<file path="config.mk">
export PLATFORM = sky130hd
export DESIGN_NAME = serial_cmd_rx
export DESIGN_NICKNAME = d
export VERILOG_FILES = /design/src/rtl/serial_cmd_rx.sv
export SDC_FILE = /design/constraint.sdc
export NUM_CORES = 1
export LEC_CHECK = 0
export CAP_MARGIN = 20
export CORE_ASPECT_RATIO = 0.9
export CORE_MARGIN = 2
export CORE_UTILIZATION = 50
export DETAILED_ROUTE_END_ITERATION = 8
export MAX_ROUTING_LAYER = met4
export PLACE_DENSITY = 0.84
export SYNTH_ARGS = -nofsm -noshare
export SYNTH_HDL_FRONTEND = slang
export SYNTH_SLANG_ARGS = --single-unit
</file>
<file path="constraint.sdc">
create_clock -name pixclk -period 1.8 [get_ports pixclk]
set_input_delay 0.27 -clock pixclk [delete_from_list [all_inputs] [get_ports pixclk]]
set_output_delay 0.27 -clock pixclk [all_outputs]
set_load 0.005 [all_outputs]
</file>
<file path="src/rtl/serial_cmd_rx.sv">
// UART 8N1 byte receiver feeding a W/R command parser (opcode + 24-bit address [+ data]).
// Define SERIAL_CMD_RX_PARITY_EN for an 8E1 frame with an even-parity check.
module serial_cmd_rx #(
  parameter int CLK_HZ       = 25000000,
  parameter int BAUD         = 115200,
  parameter int TIMEOUT_BITS = 20
) (
  input  logic        pixclk,
  input  logic        reset,
  input  logic        rx,
  output logic [7:0]  rx_data,
  output logic        rx_valid,
  output logic        frame_err,
  output logic        cmd_wr,
  output logic        cmd_rd,
  output logic [23:0] cmd_addr,
  output logic [7:0]  cmd_data,
  output logic        busy
);

  localparam int unsigned DIV    = CLK_HZ / BAUD;
  localparam int unsigned HALF   = DIV / 2;
  localparam int unsigned TO_CYC = TIMEOUT_BITS * DIV;
  localparam int          CW     = $clog2(DIV + 1);
  localparam int          TW     = $clog2(TO_CYC + 1);

`ifdef SERIAL_CMD_RX_PARITY_EN
  typedef enum logic [2:0] {S_IDLE, S_START, S_DATA, S_PARITY, S_STOP} rx_state_t;
`else
  typedef enum logic [2:0] {S_IDLE, S_START, S_DATA, S_STOP} rx_state_t;
`endif

  typedef enum logic [2:0] {P_OP, P_A2, P_A1, P_A0, P_D} p_state_t;

  rx_state_t       state;
  p_state_t        pstate;
  logic            rx_s1, rx_s, rx_q;
  logic [CW-1:0]   cnt;
  logic [2:0]      bitcnt;
  logic [7:0]      shreg;
  logic            op_rd;
  logic [23:0]     shadow;
  logic [TW-1:0]   tcnt;
  logic            bit_done;
  logic            stop_ok;
`ifdef SERIAL_CMD_RX_PARITY_EN
  logic            par_err;
`endif

  always_ff @(posedge pixclk) begin
    if (!reset) begin
      rx_s1 <= 1'b1;
      rx_s  <= 1'b1;
      rx_q  <= 1'b1;
    end else begin
      rx_s1 <= rx;
      rx_s  <= rx_s1;
      rx_q  <= rx_s;
    end
  end

  assign bit_done = (cnt == CW'(DIV - 1));
  assign busy     = (state != S_IDLE);

`ifdef SERIAL_CMD_RX_PARITY_EN
  assign stop_ok = rx_s && !par_err;
`else
  assign stop_ok = rx_s;
`endif

  // Byte receiver: start bit verified at mid-bit, then every DIV cycles lands mid-bit.
  always_ff @(posedge pixclk) begin
    if (!reset) begin
      state     <= S_IDLE;
      cnt       <= '0;
      bitcnt    <= '0;
      shreg     <= '0;
      rx_data   <= '0;
      rx_valid  <= 1'b0;
      frame_err <= 1'b0;
`ifdef SERIAL_CMD_RX_PARITY_EN
      par_err   <= 1'b0;
`endif
    end else begin
      rx_valid  <= 1'b0;
      frame_err <= 1'b0;
      case (state)
        S_IDLE: begin
          cnt    <= '0;
          bitcnt <= '0;
          if (rx_q && !rx_s) state <= S_START;
        end
        S_START: begin
          if (cnt == CW'(HALF - 1)) begin
            cnt   <= '0;
            state <= rx_s ? S_IDLE : S_DATA;
          end else begin
            cnt <= cnt + CW'(1);
          end
        end
        S_DATA: begin
          if (bit_done) begin
            cnt    <= '0;
            shreg  <= {rx_s, shreg[7:1]};
            bitcnt <= bitcnt + 3'd1;
`ifdef SERIAL_CMD_RX_PARITY_EN
            if (bitcnt == 3'd7) state <= S_PARITY;
`else
            if (bitcnt == 3'd7) state <= S_STOP;
`endif
          end else begin
            cnt <= cnt + CW'(1);
          end
        end
`ifdef SERIAL_CMD_RX_PARITY_EN
        S_PARITY: begin
          if (bit_done) begin
            cnt     <= '0;
            par_err <= ^{rx_s, shreg};
            state   <= S_STOP;
          end else begin
            cnt <= cnt + CW'(1);
          end
        end
`endif
        S_STOP: begin
          if (bit_done) begin
            cnt   <= '0;
            state <= S_IDLE;
            if (stop_ok) begin
              rx_data  <= shreg;
              rx_valid <= 1'b1;
            end else begin
              frame_err <= 1'b1;
            end
          end else begin
            cnt <= cnt + CW'(1);
          end
        end
        default: state <= S_IDLE;
      endcase
    end
  end

  // Address bytes collect in a shadow so an aborted command never disturbs cmd_addr.
  always_ff @(posedge pixclk) begin
    if (!reset) begin
      pstate   <= P_OP;
      op_rd    <= 1'b0;
      shadow   <= '0;
      tcnt     <= '0;
      cmd_wr   <= 1'b0;
      cmd_rd   <= 1'b0;
      cmd_addr <= '0;
      cmd_data <= '0;
    end else begin
      cmd_wr <= 1'b0;
      cmd_rd <= 1'b0;
      if (pstate == P_OP || rx_valid) tcnt <= '0;
      else                            tcnt <= tcnt + TW'(1);

      if (frame_err) begin
        pstate <= P_OP;
      end else if (rx_valid) begin
        case (pstate)
          P_OP: begin
            if (rx_data == 8'h57) begin
              op_rd  <= 1'b0;
              pstate <= P_A2;
            end else if (rx_data == 8'h52) begin
              op_rd  <= 1'b1;
              pstate <= P_A2;
            end
          end
          P_A2: begin
            shadow[23:16] <= rx_data;
            pstate        <= P_A1;
          end
          P_A1: begin
            shadow[15:8] <= rx_data;
            pstate       <= P_A0;
          end
          P_A0: begin
            shadow[7:0] <= rx_data;
            if (op_rd) begin
              cmd_addr <= {shadow[23:8], rx_data};
              cmd_rd   <= 1'b1;
              pstate   <= P_OP;
            end else begin
              pstate <= P_D;
            end
          end
          P_D: begin
            cmd_addr <= shadow;
            cmd_data <= rx_data;
            cmd_wr   <= 1'b1;
            pstate   <= P_OP;
          end
          default: pstate <= P_OP;
        endcase
      end else if (pstate != P_OP && tcnt == TW'(TO_CYC - 1)) begin
        pstate <= P_OP;
      end
    end
  end

endmodule

</file>
==> impl_metrics.py <==
metrics = {
    "status": {
        "outcome": "completed",
    },
    "worst_setup_path": {
        "timing.rr.start": "cnt[0]$_SDFFE_PN0P_",
        "reg2regPathDepth": 7,
        "required_ns": 1.53,
        "rr_endpoint": "shreg[7]$_SDFFE_PN0P_",
        "worstSetupEndpointType": "primary output",
        "crit_chain": "or2_2 -> clkdlybuf4s50_1",
        "path_buf_inv": 1,
        "critical_path_class": "flip-flop to primary output",
        "worstPathArrival_ns": 1.46,
        "worst-path-max-fanout": 8,
        "cpLargestDelayFamily": "buffers and inverters",
        "critPathLaunchType": "flip-flop",
        "crit_path_top_delay_cell": "clkdlybuf4s50_1",
        "slowest_delay_ns": 0.44,
        "r2r_setup_slack_ns": 0.09,
    },
    "routing": {
        "dr_total_vias": 3450,
        "drcViolationCount": 0,
        "post_drt_wl_per_cell_microns": 13.8,
        "dr.pass1.iters": 4,
        "drt_iter0_drc": 154,
        "drtAntennaViolNets": 0,
        "drt-total-wl_microns": 9080,
        "vias_per_cell": 5.23,
    },
    "pwr": {
        "p_leak_nw": 1.71,
        "ir_drop_uv": 400,
        "p_clk_frac": 0.366,
        "pwr-share-seq": 0.618,
        "p_sw_frac": 0.227,
        "p_total_w": 0.00391,
        "p_switching_w": 0.000887,
        "powerDensity_nw_per_um2": 751,
        "power_frac_comb": 0.016,
        "internal_power_w": 0.00303,
    },
    "timing": {
        "tightest_slew_ns": 0.456,
        "fin_crit_ns": 1.73,
        "finalSetupViolations": 0,
        "final_max_slew_viol_count": 0,
        "grt_setup_unrepaired": "yes",
        "finClkSkew_ns": 0.0121,
        "fmax_mhz": 579,
        "slew_headroom": 0.693,
        "post-route-period-util": 0.960,
        "final.setup.worst_slack_ns": 0.0726,
        "hold_viol": 0,
    },
    "finish": {
        "n_antenna_cell": 0,
        "fin_nets": 544,
        "area_growth_pct": 21.0,
        "mostFrequentLayoutCells": "dfxtp_1, nand2_1, nor2_1",
        "final_core_util": 0.614,
        "layout_commonest_cell": "dfxtp_1",
        "layout-drive-gt1-share": 0.0998,
    },
    "placed_design": {
        "dpl_worst_slack_ns": 0.123,
        "dp_hpwl_microns": 5990,
        "place.gp.congestion": 0.767,
        "portBuffers": 47,
    },
    "hold_path": {
        "worstHoldEndpoint": "rx_s$_SDFF_PN1_",
        "hold_depth": 1,
        "min_from": "rx_s1$_SDFF_PN1_",
        "hold_class": "flip-flop to flip-flop",
    },
    "cts": {
        "clock_path_buffers": 2,
        "cts_hold_buf": 0,
        "clock-root-buffer": "clkbuf_8",
        "clk_pin_slew_ns": 0.11,
        "htreeDepth": 3,
        "cts_sinks": 109,
        "cts_buffers": 9,
        "cts_tree": "done",
        "clk-insertion-delay-late_ns": 0.37,
    },
    "die": {
        "core_area_sq_um": 8490,
        "fp.dieH_microns": 92.1,
        "ios": 48,
        "rows": 32,
        "dieWidth_microns": 102,
        "initial_core_util": 0.508,
        "dieArea_sq_um": 9380,
    },
    "logic_synthesis": {
        "yosys.area.top_type": "dfxtp_1",
        "synth_top_area_frac": 0.507,
        "syn_area_per_cell_sq_um": 8.96,
        "synth_flop_cell": "dfxtp_1",
        "seq_area_frac_synth": 0.507,
        "yosysWarnings": 0,
        "synth.distinct_cells": 41,
        "synth.area.top_cells": "dfxtp_1, mux2i_1, nand2_1",
        "synth.cell_area_sq_um": 4310,
        "synth-edff-count": 0,
        "ys_async_sr_fraction": 0,
        "syn-num-nets": 489,
        "synth_cells": 481,
        "synth_seq_cells": 109,
    },
    "global_route": {
        "grt_overflow": 0,
        "antenna_found_initial": 0,
        "grt_pass1_wl_microns": 15100,
        "grt_pass1_vias": 3252,
        "grt_usage": 0.204,
        "grt_start_max_net_pins": 81,
    },
    "run": {
        "cap_viol_max_count": 0,
    },
}
## through the flow
stage / setup TNS [ns] / cell area (sq um) / instances / hold WS [ns]
3_5_place_dp: 0 / 4980 / 641 / 0.395
3_3_place_gp: 0 / 4980 / 641 / 0.389
2_1_floorplan: 0 / 4310 / 481 / 0.371
6_report: 0 / 5210 / 660 / 0.406
5_1_grt: -0.0621 / 5210 / 660 / 0.444
4_1_cts: 0 / 5170 / 657 / 0.416
## power by group through the flow
stage / combinational, W / sequential [W] / clock [W]
finish: 0.0000639 / 0.00242 / 0.00143
global route: 0.0000704 / 0.00242 / 0.00154
CTS: 0.0000636 / 0.00242 / 0.00144
detailed placement: 0.0000631 / 0.00248 / 0
global placement: 0.0000623 / 0.00247 / 0
floorplan: 0.0000425 / 0.00247 / 0
## timing repair
action | 4_1_cts | 5_1_grt
endpoints found under the setup margin | 2 | 9
setup buffers | 0 | 2
resized for setup | 2 | 6
gates cloned | 0 | 1
## cell families after synthesis
| kind of cell | after synthesis | share of synthesized area |
|---|---|---|
| AOI/OAI and AO/OA | 71 | 0.0996 |
| xor gates and xnor gates | 18 | 0.0366 |
| adders and majority gates | 5 | 0.0145 |
| buffers and inverters | 36 | 0.0378 |
| DFF | 109 | 0.507 |
| muxes | 33 | 0.0767 |
| and+or+nand+nor | 209 | 0.228 |
## worst max path at each step
stage	startpoint	endpoint	slack, ns	cells after the start
floorplan	cnt[0]$_SDFFE_PN0P_	shreg[4]$_SDFFE_PN0P_	0.25	7
CTS	state[0]$_SDFFE_PN0P_	busy	0.02	2
detailed placement	cnt[0]$_SDFFE_PN0P_	shreg[1]$_SDFFE_PN0P_	0.12	7
global placement	cnt[0]$_SDFFE_PN0P_	shreg[3]$_SDFFE_PN0P_	0.22	7
global route	cnt[0]$_SDFFE_PN0P_	shreg[0]$_SDFFE_PN0P_	-0.03	7
finish	state[0]$_SDFFE_PN0P_	busy	0.07	2
## state kept, by name (all words and copies together), names as in the netlist
name and count:
bitcnt 3, cmd_addr 24, cmd_data 8, cmd_rd 1
cmd_wr 1, cnt 8, frame_err 1, op_rd 1
pstate 3, rx_data 8, rx_q 1, rx_s 1
rx_s1 1, rx_valid 1, shadow 24, shreg 8
state 2, tcnt 13
## synthesized netlist by cell type, types with 2 or more instances
| cell type | instances |
|---|---|
| nand2b_1 | 4 |
| a211oi_1 | 9 |
| clkbuf_1 | 15 |
| a31oi_1 | 2 |
| and3_1 | 4 |
| buf_2 | 7 |
| o21ai_0 | 5 |
| a21oi_1 | 44 |
| nand2_1 | 74 |
| nor3b_1 | 2 |
| inv_1 | 8 |
| o21ai_2 | 2 |
| xor2_1 | 6 |
| buf_4 | 5 |
| xnor2_1 | 12 |
| nor4_1 | 8 |
| nand4_1 | 3 |
| nor2b_1 | 7 |
| nand3_1 | 35 |
| nor2_1 | 60 |
| ha_1 | 5 |
| mux2i_1 | 33 |
| dfxtp_1 | 109 |
| o32ai_1 | 2 |
| nor3_1 | 4 |
## cell type report
type                       instances  area, sq um
clock buffer                      11          151
clock inverter                     5         41.3
fill                             704         3280
inverter                           9         33.8
multi-input combinational        336         1980
sequential                       109         2190
tap                              119          149
timing repair buffer              71          667
## metal layers
layer	track usage	wire length, microns	vias to the layer above
li1	-	-	1746
met1	0.264	4340	1632
met2	0.329	4390	55
met3	0.0221	187	17
met4	0.0778	163	0
met5	-	0	-
(Power assumes the default switching activity.)
